===== src/rtl/logar_pkg.sv =====
// Shared definitions for the iterative floor(log2) unit: FSM encoding and
// result-width helper.
package logar_pkg;

  typedef enum logic [1:0] {
    IDLE   = 2'd0,
    SEARCH = 2'd1,
    DONE   = 2'd2
  } state_t;

  function automatic int out_width(input int width);
    return $clog2(width);
  endfunction

endpackage


===== src/rtl/logar_2_iter.sv =====
// Iterative floor(log2) of an unsigned operand by binary search over shift
// amounts, with valid/ready handshakes on both sides; one operand in flight.
module logar_2_iter
  import logar_pkg::*;
#(
  parameter  int WIDTH = 32,
  localparam int OUT_W = out_width(WIDTH)
) (
  input  logic             clk,
  input  logic             rst,
  input  logic             in_valid,
  output logic             in_ready,
  input  logic [WIDTH-1:0] in_num,
  output logic             out_valid,
  input  logic             out_ready,
  output logic [OUT_W-1:0] out_base,
  output logic             out_zero,
  output logic             out_pow2
);

  localparam logic [OUT_W-1:0] STEP_INIT = OUT_W'(WIDTH / 2);
  localparam logic [OUT_W-1:0] STEP_LAST = OUT_W'(1);

  state_t           state, state_nx;
  logic [WIDTH-1:0] work;
  logic [WIDTH-1:0] shifted;
  logic [OUT_W-1:0] base;
  logic [OUT_W-1:0] step;
  logic             zero;
  logic             pow2;

  assign shifted = work >> step;

  // NOTE: sequential state uses non-blocking assignments so every register
  // samples pre-edge values regardless of process evaluation order.
  always_ff @(posedge clk) begin
    if (rst) state <= IDLE;
    else     state <= state_nx;
  end

  // NOTE: every output of this block is given a default first, so no path
  // leaves a signal unassigned and no latch is inferred.
  always_comb begin
    state_nx  = state;
    in_ready  = 1'b0;
    out_valid = 1'b0;
    out_base  = '0;
    out_zero  = 1'b0;
    out_pow2  = 1'b0;
    case (state)
      IDLE: begin
        in_ready = 1'b1;
        if (in_valid) state_nx = (in_num == '0) ? DONE : SEARCH;
      end
      SEARCH: begin
        if (step == STEP_LAST) state_nx = DONE;
      end
      DONE: begin
        out_valid = 1'b1;
        out_base  = base;
        out_zero  = zero;
        out_pow2  = pow2;
        if (out_ready) state_nx = IDLE;
      end
      default: state_nx = IDLE;
    endcase
  end

  // Steps are distinct powers of two, so base only ever gains disjoint bits
  // and stays within WIDTH-1 without carry.
  always_ff @(posedge clk) begin
    if (rst) begin
      work <= '0;
      base <= '0;
      step <= '0;
      zero <= 1'b0;
      pow2 <= 1'b0;
    end else begin
      case (state)
        IDLE: begin
          if (in_valid) begin
            work <= in_num;
            base <= '0;
            step <= STEP_INIT;
            zero <= (in_num == '0);
            pow2 <= (in_num != '0) && ((in_num & (in_num - WIDTH'(1))) == '0);
          end
        end
        SEARCH: begin
          if (shifted != '0) begin
            base <= base + step;
            work <= shifted;
          end
          step <= step >> 1;
        end
        default: ;
      endcase
    end
  end

endmodule


===== config.mk =====
export PLATFORM = sky130hd
export DESIGN_NAME = logar_2_iter
export DESIGN_NICKNAME = d
export VERILOG_FILES = /design/src/rtl/logar_pkg.sv /design/src/rtl/logar_2_iter.sv
export SDC_FILE = /design/constraint.sdc
export NUM_CORES = 1
export LEC_CHECK = 0
export BUFFER_PORTS_ARGS = -buffer_cell sky130_fd_sc_hd__clkbuf_2
export CAP_MARGIN = 5
export CELL_PAD_IN_SITES_DETAIL_PLACEMENT = 1
export CELL_PAD_IN_SITES_GLOBAL_PLACEMENT = 2
export CORE_MARGIN = 2
export CORE_UTILIZATION = 41
export CTS_CLUSTER_DIAMETER = 60
export DETAILED_ROUTE_END_ITERATION = 10
export PLACE_DENSITY_LB_ADDON = 0.25
export SYNTH_ARGS = -nofsm -noshare
export SYNTH_HDL_FRONTEND = slang
export SYNTH_SLANG_ARGS = --single-unit

===== constraint.sdc =====
create_clock -name clk -period 7.1 [get_ports clk]
set_clock_uncertainty 0.15 [all_clocks]
set_input_delay 1.775 -clock clk [delete_from_list [all_inputs] [get_ports clk]]
set_output_delay 1.775 -clock clk [all_outputs]
set_load 0.05 [all_outputs]

======== Yosys cells after proc, flatten, opt, wreduce, memory -nomap -nowiden ========
Cells that the tools add are included.
Widths: inputs -> output; s select.
cells by class
  $add $sub $neg .......................... 2
  eq/ne operators ......................... 7
  shift operators ......................... 1
  multiplexer cells ....................... 18
  bitwise gates (word level) .............. 1
  reductions and logical operators ........ 11
operators by type and width
  cell                   count
  $logic_not 32->1       2
  $mux 32                2
  $pmux 32 s2            1
  $reduce_bool 32->1     2
  $and 32x32->32         1
  $shr 32x5->32          1
  $sub 32x1->32 const B  1
  $mux 5                 4
  $pmux 5 s2             2
  $mux 2                 4
  $ne 2x2->1 const B     4
  $pmux 2 s3             1
  $reduce_and 3->1       2
  $add 5x5->5            1
  $eq 5x1->1 const B     1
  $mux 1                 4
  $reduce_and 2->1       2
  $eq 2x1->1 const B     1
  $eq 2x2->1 const B     1
  $logic_not 2->1        1
  $reduce_bool 2->1      1
  $logic_and 1x1->1      1
word-level totals
  flip-flop bits (word level) ............. 46
  word-level logic and storage cells ...... 46

======== Logic depth before layout (Yosys ltp) ========
  depth after elaboration ................. 4
  mapped depth ............................ 15
  gate-level depth less buffers ........... 8

======== Least setup slack after synthesis ========
OpenSTA, ideal clock, no wires.
  kind .................................... input port to flip-flop
  start point ............................. in in_num[3]
  end point ............................... reg state[0]
  data arrival time ....................... 3.849 ns
  required time ........................... 6.816 ns
  slack ................................... 2.967 ns
  stages on the path ...................... 8
  path through ............................ or4_1 -> nor4_1 -> nand4_1 -> nor4_1 -> nand2_1 -> nor2_1 -> or3_1 -> a211oi_1
between the ends
  cells in the longest elaborated chain, start to end .. 4
RTL lines
  item                  RTL line            RTL
  start, declared       logar_2_iter.sv:13  input logic [WIDTH-1:0] in_num,
  $logic_not 32->1      logar_2_iter.sv:53  if (in_valid) state_nx = (in_num == '0) ? DONE : SEARCH;
  $mux 2 (2 in series)  logar_2_iter.sv:53
  $pmux 2 s3            logar_2_iter.sv:50  case (state)
  end signal, assigned  logar_2_iter.sv:38  else state <= state_nx;
  end, declared         logar_2_iter.sv:24  state_t state, state_nx;
Every way passes these cells. The select of a mux whose other input is x is not followed.
A chain may end at the register's enable or synchronous reset.

======== Worst setup path after layout ========
  start point ............................. reg step[2]
  end point ............................... reg work[26]
between the ends
  cells in the longest elaborated chain, start to end .. 4
  elaborated cells between the ends (all ways) .. 6
  classes of those cells .................. eq/ne (1); shift (1); mux (2); reduce/logical (2)
RTL lines
  item                        RTL line            RTL
  start, declared             logar_2_iter.sv:28  logic [OUT_W-1:0] step;
  start signal, assigned      logar_2_iter.sv:94  step <= step >> 1;
  $shr 32x5->32 (*)           logar_2_iter.sv:32  assign shifted = work >> step;
  $reduce_bool 32->1          logar_2_iter.sv:90  if (shifted != '0) begin
  $ne 2x2->1 (no line)        -
  $reduce_and 3->1 (no line)  -
  end signal, assigned        logar_2_iter.sv:82  work <= in_num;
  end signal, assigned        logar_2_iter.sv:92  work <= shifted;
  end, declared               logar_2_iter.sv:25  logic [WIDTH-1:0] work;
Every way passes the cells marked *; elsewhere a longest branch is shown, timed or not. The select of a mux whose other input is x is not followed.

==> flow_metrics.py <==
metrics = {
    "global_routing": {
        "grt_max_degree": 47,
        "grt_pass1_wl_um": 28700,
        "grt-ovfl-total": 0,
        "antenna_found_initial": 0,
        "grt_pass1_vias": 4892,
        "grt_use_total_pct": 28.9,
    },
    "floorplan": {
        "die_width_um": 114,
        "die_y_um": 114,
        "core_sq_mm": 0.0119,
        "die_area_sq_mm": 0.0130,
        "rows": 40,
        "io_pins": 45,
        "start_util_pct": 41.8,
    },
    "finish": {
        "area_growth_pct": 7.44,
        "fillers": 1432,
        "stdcell_area_sq_mm": 0.00535,
        "final_nets": 628,
        "multiInputGateArea_sq_mm": 0.00373,
        "drive_gt1_share_pct": 23.0,
        "n_antenna_cell": 0,
        "seqCellArea_sq_um": 923,
    },
    "synthesis": {
        "yosysUniqueCellTypes": 73,
        "ys_top_cells_by_count": "65 x nand2_1, 59 x nor2_1, 46 x dfxtp_1, 45 x mux2i_1, 32 x mux4_2",
        "ys_seq_area_share_pct": 18.5,
        "synth_edf_count": 0,
        "ys_seq_elements": 46,
        "syn_area_sq_mm": 0.00498,
        "synth_top_area_share_pct": 18.5,
        "synth_area_per_cell_sq_um": 8.64,
        "synth_ff_type": "dfxtp_1",
        "synth_top_cell_by_area": "dfxtp_1",
        "syn_nets": 617,
        "yosys_warnings": 0,
        "synth_top_cells_by_area": "dfxtp_1 19%, mux4_2 14%, mux2i_1 9.1%",
        "async_flop_share_pct": 0,
        "synth_most_common_cell": "nand2_1",
        "synthCells": 576,
    },
    "timing": {
        "hold_violations": 0,
        "slew_violations": 0,
        "fin_crit_sh_pct": 70.6,
        "finalCriticalPeriod_ns": 5.01,
        "finalSetupTns_ns": 0,
        "rsz0062_at_grt": "false",
        "worst_pin_slew_ns": 1.07,
        "finalSetupViolCount": 0,
        "fmax_mhz": 200,
        "maxSlewHeadroom_pct": 28.4,
    },
    "setup_path": {
        "reg2reg_depth": 9,
        "critPathCaptureType": "register",
        "cp-start-kind": "register",
        "critPathKind": "reg2reg",
        "cp-startpoint": "step[2]$_SDFFE_PP0P_",
        "reg2reg_from": "step[2]$_SDFFE_PP0P_",
        "worstPathRequired_ns": 7.14,
        "rr_endpoint": "work[26]$_SDFFE_PP0P_",
        "worst-path-max-fanout": 43,
        "rrSetupSlack_ns": 2.09,
        "cp.arrival_ns": 5.05,
        "crit_path_end": "work[26]$_SDFFE_PP0P_",
    },
    "clock_tree": {
        "clock_path_buffers": 2,
        "clk_pin_slew_ns": 0.07,
        "numCtsBuffers": 5,
        "htree_levels": 2,
        "cts_tree": "yes",
        "cts_root_buf": "clkbuf_16",
        "post-cts-setup-buffers": 0,
        "cts_resized": 0,
        "numClockSinks": 46,
        "holdBufCountCts": 0,
        "insertion_delay_ns": 0.30,
    },
    "drt": {
        "drt.antenna.violating_nets": 0,
        "wl_um": 18200,
        "drt-wirelength-per-cell_um": 24.8,
        "wl_met2_um": 8340,
        "dr.pass1.iters": 5,
        "wl_met3_um": 1700,
        "drc": 0,
        "wl_met1_um": 7890,
        "dr.max_layer_used": "met4",
        "vias_per_cell": 6.55,
        "dr_total_vias": 4815,
        "detail_route.iter0.violations": 447,
    },
    "place": {
        "placed_cell_area_sq_mm": 0.00518,
        "hpwlAfterDp_um": 13600,
        "port_buffers": 44,
        "routabilityCongestion": 0.919,
    },
    "hold_path": {
        "min_path_type": "reg2reg",
    },
    "flow_run": {
        "maxCapViolCount": 0,
    },
    "power": {
        "irDropWorstVdd_v": 0.0000863,
        "power.density_mw_per_mm2": 183,
        "finalPower_uw": 978,
        "power.leakage_nw": 2.04,
    },
    "outcome": {
        "outcome": "finished clean",
    },
}
[logic make-up (layout without fill, tap and decap cells)]
| family | count (synthesis) | after routing | share of synthesized area (%) |
|---|---|---|---|
| buffers and inverters | 60 | 72 | 6.54 |
| AND/OR/NAND/NOR | 218 | 218 | 21.5 |
| AO/OA/AOI/OAI | 127 | 127 | 18.3 |
| flip-flops | 46 | 46 | 18.5 |
| multiplexers | 112 | 112 | 32.2 |
| adder cells (fa/ha/maj) | 10 | 10 | 2.41 |
| XOR/XNOR | 3 | 3 | 0.528 |
[registers in the layout, indices dropped and copies added (netlist names)]
signal,cells
state,2
work,32
zero,1
step,5
base,5
pow2,1
[critical path, stage by stage (launching register included)]
cell and delay, ns:
dfxtp_2 0.47, buf_4 0.50, mux4_2 0.61, mux2i_1 0.26, mux2i_1 0.21, o41ai_1 0.69
nand3_1 0.24, nor4_4 0.43, a21o_2 0.92, mux2_1 0.39
[report_power, final]
part           switching [mW]  leakage, nW  total, mW  internal (mW)
Combinational           0.209         1.58      0.360          0.152
Sequential             0.0512        0.379      0.335          0.284
Clock                   0.115       0.0842      0.282          0.167
[cell usage in the layout (no fill, tap or decap), drive strengths merged, types with 16 or more instances in the layout]
master | synthesis | routed
clkbuf | 28 | 49
o21ai | 16 | 16
dfxtp | 46 | 46
nor2b | 24 | 24
nand2 | 65 | 65
a21oi | 24 | 24
mux4 | 32 | 32
mux2i | 45 | 45
mux2 | 35 | 35
nor2 | 59 | 59
[metal layers]
layer | up-vias | global-route usage (%)
met5 | - | 0
met2 | 217 | 45.3
li1 | 2196 | -
met4 | 0 | 7.32
met3 | 22 | 6.72
met1 | 2380 | 40.2
[cell type report]
class	count	area share [%]
Multi-Input combinational cell	470	69.8
Tap cell	147	3.44
Clock inverter	3	0.819
Sequential cell	46	17.3
Inverter	9	0.632
Clock buffer	5	2.34
Timing Repair Buffer	55	5.66
[metrics by stage]
step / std cells / util, % / hold WS, ns / worst slack (ns)
2_1_floorplan: 576 / - / 0.282 / 2.97
3_3_place_gp: 727 / 43.5 / 0.296 / 2.13
3_5_place_dp: 727 / 43.5 / 0.305 / 2.12
4_1_cts: 735 / 44.9 / 0.315 / 2.11
5_1_grt: 735 / 44.9 / 0.343 / 1.77
6_report: 735 / 44.9 / 0.309 / 2.09
[how the worst min path moves through the flow]
stage / slack [ns] / endpoint / cells after the start / startpoint
after global placement: 0.30 / zero$_SDFFE_PP0P_ / 2 / zero$_SDFFE_PP0P_
after floorplan: 0.28 / zero$_SDFFE_PP0P_ / 2 / zero$_SDFFE_PP0P_
after detailed placement: 0.30 / zero$_SDFFE_PP0P_ / 2 / zero$_SDFFE_PP0P_
after global routing: 0.34 / zero$_SDFFE_PP0P_ / 2 / zero$_SDFFE_PP0P_
final: 0.31 / zero$_SDFFE_PP0P_ / 2 / zero$_SDFFE_PP0P_
after CTS: 0.32 / zero$_SDFFE_PP0P_ / 2 / zero$_SDFFE_PP0P_
(Power assumes the default switching activity.)
